==> src/rtl/hamming_batch_ctrl_pkg.sv <==
// Shared types and codeword layout for the Hamming batch controller.
// Codeword positions are 1-based; position p sits at bit (IP_BIT+4-p).
package hamming_batch_ctrl_pkg;

  typedef enum logic [1:0] {
    S_IDLE    = 2'd0,
    S_COLLECT = 2'd1,
    S_DRAIN   = 2'd2
  } state_t;

  localparam int NUM_PAR = 4;
  localparam int PAR_POS [NUM_PAR] = '{1, 2, 4, 8};

  // Data bit k (k=0 is the data MSB) lives at DATA_POS[k]; supports IP_BIT up to 11.
  localparam int MAX_DATA = 11;
  localparam int DATA_POS [MAX_DATA] = '{3, 5, 6, 7, 9, 10, 11, 12, 13, 14, 15};

endpackage

==> src/rtl/hamming_batch_ctrl_ip.sv <==
// Combinational single-error-correcting Hamming decoder (HAMMING_IP).
// Syndromes beyond the codeword length leave the data untouched.
module HAMMING_IP
  import hamming_batch_ctrl_pkg::*;
#(
  parameter int IP_BIT = 8
) (
  input  logic [IP_BIT+3:0] i_code,
  output logic [IP_BIT-1:0] o_data
);

  localparam int CW = IP_BIT + 4;

  logic [3:0]    w_syn;
  logic [CW-1:0] w_fixed_code;

  always_comb begin
    w_syn        = '0;
    w_fixed_code = i_code;
    o_data       = '0;
    for (int p = 1; p <= CW; p++) begin
      if (i_code[CW-p]) w_syn = w_syn ^ 4'(p);
    end
    for (int p = 1; p <= CW; p++) begin
      if (int'(w_syn) == p) w_fixed_code[CW-p] = ~i_code[CW-p];
    end
    for (int k = 0; k < IP_BIT; k++) begin
      o_data[IP_BIT-1-k] = w_fixed_code[CW-DATA_POS[k]];
    end
  end

endmodule

==> src/rtl/hamming_batch_ctrl.sv <==
// Collects DEPTH codewords, decodes each on accept through one shared decoder,
// then drains the corrected words in arrival order with valid/ready backpressure.
module hamming_batch_ctrl
  import hamming_batch_ctrl_pkg::*;
#(
  parameter int IP_BIT = 8,
  parameter int DEPTH  = 4
) (
  input  logic                       clk,
  input  logic                       rst_n,
  input  logic                       in_valid,
  output logic                       in_ready,
  input  logic [IP_BIT+3:0]          in_code,
  output logic                       out_valid,
  input  logic                       out_ready,
  output logic [IP_BIT-1:0]          out_code,
  output logic                       out_fixed,
  output logic                       out_last,
  output logic [$clog2(DEPTH+1)-1:0] fix_cnt,
  output state_t                     o_dbg_state
);

  // Handshake: a beat moves on a rising edge where valid & ready are both high;
  // valid never waits on ready, and the sender holds its payload until the beat moves.

  localparam int CW = IP_BIT + 4;
  localparam int PW = $clog2(DEPTH);
  localparam int FW = $clog2(DEPTH + 1);

  state_t              r_state;
  logic [PW-1:0]       r_wr_ptr;
  logic [PW-1:0]       r_rd_ptr;
  logic [FW-1:0]       r_fix_cnt;
  logic [IP_BIT-1:0]   r_buf_data [DEPTH];
  logic [DEPTH-1:0]    r_buf_fix;

  logic [IP_BIT-1:0]   w_dec_data;
  logic [IP_BIT-1:0]   w_raw_data;
  logic                w_fix;
  logic                w_accept;

  HAMMING_IP #(.IP_BIT(IP_BIT)) u_dec (
    .i_code (in_code),
    .o_data (w_dec_data)
  );

  // Raw data bits straight from the codeword, to detect whether correction touched data.
  always_comb begin
    w_raw_data = '0;
    for (int k = 0; k < IP_BIT; k++) begin
      w_raw_data[IP_BIT-1-k] = in_code[CW-DATA_POS[k]];
    end
  end

  assign w_fix       = (w_raw_data != w_dec_data);
  assign in_ready    = (r_state != S_DRAIN);
  assign w_accept    = in_valid & in_ready;
  assign out_valid   = (r_state == S_DRAIN);
  assign out_code    = r_buf_data[r_rd_ptr];
  assign out_fixed   = r_buf_fix[r_rd_ptr];
  assign out_last    = (r_rd_ptr == PW'(DEPTH - 1));
  assign fix_cnt     = r_fix_cnt;
  assign o_dbg_state = r_state;

  always_ff @(posedge clk or negedge rst_n) begin
    if (!rst_n) begin
      r_state   <= S_IDLE;
      r_wr_ptr  <= '0;
      r_rd_ptr  <= '0;
      r_fix_cnt <= '0;
      r_buf_fix <= '0;
      for (int i = 0; i < DEPTH; i++) r_buf_data[i] <= '0;
    end else begin
      case (r_state)
        S_IDLE, S_COLLECT: begin
          if (w_accept) begin
            r_buf_data[r_wr_ptr] <= w_dec_data;
            r_buf_fix[r_wr_ptr]  <= w_fix;
            r_fix_cnt            <= r_fix_cnt + FW'(w_fix);
            if (r_wr_ptr == PW'(DEPTH - 1)) begin
              r_wr_ptr <= '0;
              r_state  <= S_DRAIN;
            end else begin
              r_wr_ptr <= r_wr_ptr + PW'(1);
              r_state  <= S_COLLECT;
            end
          end
        end
        S_DRAIN: begin
          if (out_ready) begin
            if (r_rd_ptr == PW'(DEPTH - 1)) begin
              r_rd_ptr  <= '0;
              r_wr_ptr  <= '0;
              r_fix_cnt <= '0;
              r_buf_fix <= '0;
              r_state   <= S_IDLE;
            end else begin
              r_rd_ptr <= r_rd_ptr + PW'(1);
            end
          end
        end
        default: r_state <= S_IDLE;
      endcase
    end
  end

endmodule

==> config.mk <==
export PLATFORM = sky130hd
export DESIGN_NAME = hamming_batch_ctrl
export DESIGN_NICKNAME = d
export VERILOG_FILES = /design/src/rtl/hamming_batch_ctrl_pkg.sv /design/src/rtl/hamming_batch_ctrl_ip.sv /design/src/rtl/hamming_batch_ctrl.sv
export SDC_FILE = /design/constraint.sdc
export NUM_CORES = 1
export LEC_CHECK = 0
export CAP_MARGIN = 5
export CORE_ASPECT_RATIO = 1.25
export CORE_MARGIN = 3
export CORE_UTILIZATION = 53
export CTS_BUF_LIST = sky130_fd_sc_hd__clkbuf_4 sky130_fd_sc_hd__clkbuf_8
export CTS_CLUSTER_SIZE = 24
export DETAILED_ROUTE_END_ITERATION = 6
export PLACE_DENSITY = 0.84
export SLEW_MARGIN = 20
export SYNTH_ARGS = -nofsm -noshare
export SYNTH_HDL_FRONTEND = slang
export SYNTH_SLANG_ARGS = --single-unit
==> constraint.sdc <==
create_clock -name clk -period 4.3 [get_ports clk]
set_input_delay 0.645 -clock clk [delete_from_list [all_inputs] [get_ports clk]]
set_output_delay 0.645 -clock clk [all_outputs]
set_load 0.02 [all_outputs]
==> run_results.csv <==
group,metric,value,unit
global_routing,grt_pass1_vias,1681,
clock_network,htree_levels,2,
synth,synthArstFlopShare,100,%
clock_network,clockBufferDepth,2,
die,coreArea,0.00416,mm²
die,rows,26,
clock_network,clk_pin_slew,80,ps
power,power.leakage,1.19,nW
routing,ant_nets,0,
global_routing,antenna_found_initial,0,
synth,synthFlopType,"dfrtp_1",
synth,synth_area,0.00235,mm²
routing,wl_per_cell,15.5,µm
die,start_util,56.4,%
critical_path,worstPathMaxFanout,12,
final_layout,mostFrequentLayoutCells,"dfrtp_1 (45), nand2_1 (41), clkdlybuf4s50_1 (31)",
routing,via_count,1670,
clock_network,numCtsBuffers,5,
synth,postSynthCellCount,210,
final_layout,mostFrequentLayoutCell,"dfrtp_1",
run,cap_violations,0,
synth,synth-edff-count,0,
status,outcome,"finished clean",
synth,syn_nets,233,
global_routing,grt_overflow,0,
timing,post-route-period-util,76.8,%
routing,drt_iter0_markers,65,
critical_path,crit_arrival,3490,ps
critical_path,start_kind,"input pin",
global_routing,track_usage,20.0,%
critical_path,crit_type,"input pin to register",
timing,max_freq,303,MHz
die,die_x,65.5,µm
routing,viasPerCell,5.64,
power,p_per_area,717,mW/mm²
synth,syn_area_per_cell,11.2,µm²
timing,tightest_slew,962,ps
worst_hold_path,hold_path_depth,1,
placement,portBuffers,32,
routing,drc_errors,0,
clock_network,post_cts.repair.setup_buffers,0,
power,power,1.99,mW
timing,setup_tns,0,ps
worst_hold_path,hold_class,"register to register",
clock_network,cts.repair.resized,0,
die,io_pins,33,
global_routing,grt_pass1_wl,7.90,mm
final_layout,drive_above_1_share,11.3,%
power,irDropWorstVdd,0.000326,V
synth,ys_types,31,
clock_network,clock_sinks,45,
timing,relSlewSlack,35.9,%
clock_network,cts_root_buffer,"clkbuf_8",
synth,ys_seq_area_share,47.9,%
die,die_y,80.4,µm
clock_network,cts_tree,"yes",
clock_network,clk-insertion-delay-late,300,ps
timing,setup_viol,0,
critical_path,cp-end-kind,"register",
final_layout,diodes,0,
timing,skew,2.43,ps
routing,dr.pass1.iters,4,
timing,rsz0062_at_grt,"false",
placement,gp_congestion,0.775,
timing,maxSlewViolCount,0,
critical_path,r2r_slack,2310,ps
timing,hold_viol_final,0,
placement,hpwl,3.27,mm
critical_path,critPathRequiredTime,4490,ps
timing,min_period,3300,ps
final_layout,syn_to_final_growth,18.1,%
routing,wl,4.58,mm
synth,yosysWarnings,0,
die,fp.dieArea,0.00527,mm²
global_routing,grt_max_degree,46,
final_layout,nets,262,
clock_network,holdBufCountCts,0,
synth,synth-seq-cells,45,
critical_path,reg2reg_depth,4,
-- final cells by class --
type / instances / area (µm²)
Fill cell: 339 / 1390
Multi-Input combinational cell: 151 / 1160
Sequential cell: 45 / 1130
Timing Repair Buffer: 32 / 315
Clock buffer: 6 / 76.3
Tap cell: 56 / 70.1
Inverter: 4 / 15.0
Clock inverter: 2 / 10.0
-- per-stage QoR --
step,setup slack [ps],hold slack (ps),std cells,area (µm²),util [%]
after global placement,851,455,288,2690,64.5
final,1000,467,296,2770,66.6
after detailed placement,710,461,288,2690,64.5
after global routing,809,491,296,2770,66.6
after CTS,996,469,296,2770,66.6
after floorplan,1560,349,210,2350,-
-- cells by family after synthesis --
logic type | Yosys count | share of synthesized area [%]
buffers and inverters | 14 | 2.61
multiplexers | 10 | 9.11
AO/OA/AOI/OAI | 50 | 11.9
adder cells (fa/ha/maj) | 7 | 3.73
XOR/XNOR | 23 | 11.3
AND/OR/NAND/NOR | 61 | 13.4
flip-flops | 45 | 47.9
-- flip-flops by register name, indices dropped and copies added, names as in the netlist --
signal,flops
r_buf_fix,4
fix_cnt,3
r_buf_data,32
r_rd_ptr,2
r_wr_ptr,2
o_dbg_state,2
-- power breakdown --
group,internal (mW),switching (mW),total (mW)
clock network,0.119,0.139,0.258
registers,0.618,0.151,0.769
logic,0.472,0.491,0.963
total,1.21,0.781,1.99
-- routing by layer --
metal	part of all wire (%)	GRT usage [%]
met5	0	0
met4	2.3	9.34
met3	4.5	4.34
met2	50	33.3
met1	43	24.6
-- worst paths after layout --
| path | from | to |
|---|---|---|
| worst max-delay path | in_code[1] | fix_cnt[1] |
| worst min-delay path | o_dbg_state[1] | o_dbg_state[0] |
| worst min register to register | o_dbg_state[1] | o_dbg_state[0] |
| max in group asynchronous | rst_n | r_buf_data[28] |
| worst max register to register | o_dbg_state[1] | r_buf_data[7] |
| min in group asynchronous | rst_n | o_dbg_state[1] |
-- critical path: stages --
cell and delay, ps:
clkdlybuf4s50_1 550, xor2_1 330, xnor3_1 690, a211o_1 370, nand4_1 170, inv_1 70, ha_1 180, ha_1 270
a22o_1 210
-- synthesized netlist by cell type, types with 4 or more instances --
cell type | n | area share, %
nor4b_2 | 4 | 2.6
inv_1 | 4 | 0.64
ha_1 | 7 | 3.7
xor2_1 | 5 | 1.9
o21ai_1 | 20 | 4.3
nor2_1 | 6 | 0.96
mux4_2 | 9 | 8.6
dfrtp_1 | 45 | 48
o21ai_0 | 20 | 4.3
nand2_1 | 41 | 6.6
xnor2_1 | 13 | 4.8
clkbuf_1 | 6 | 0.96
(Power assumes the default switching activity.)
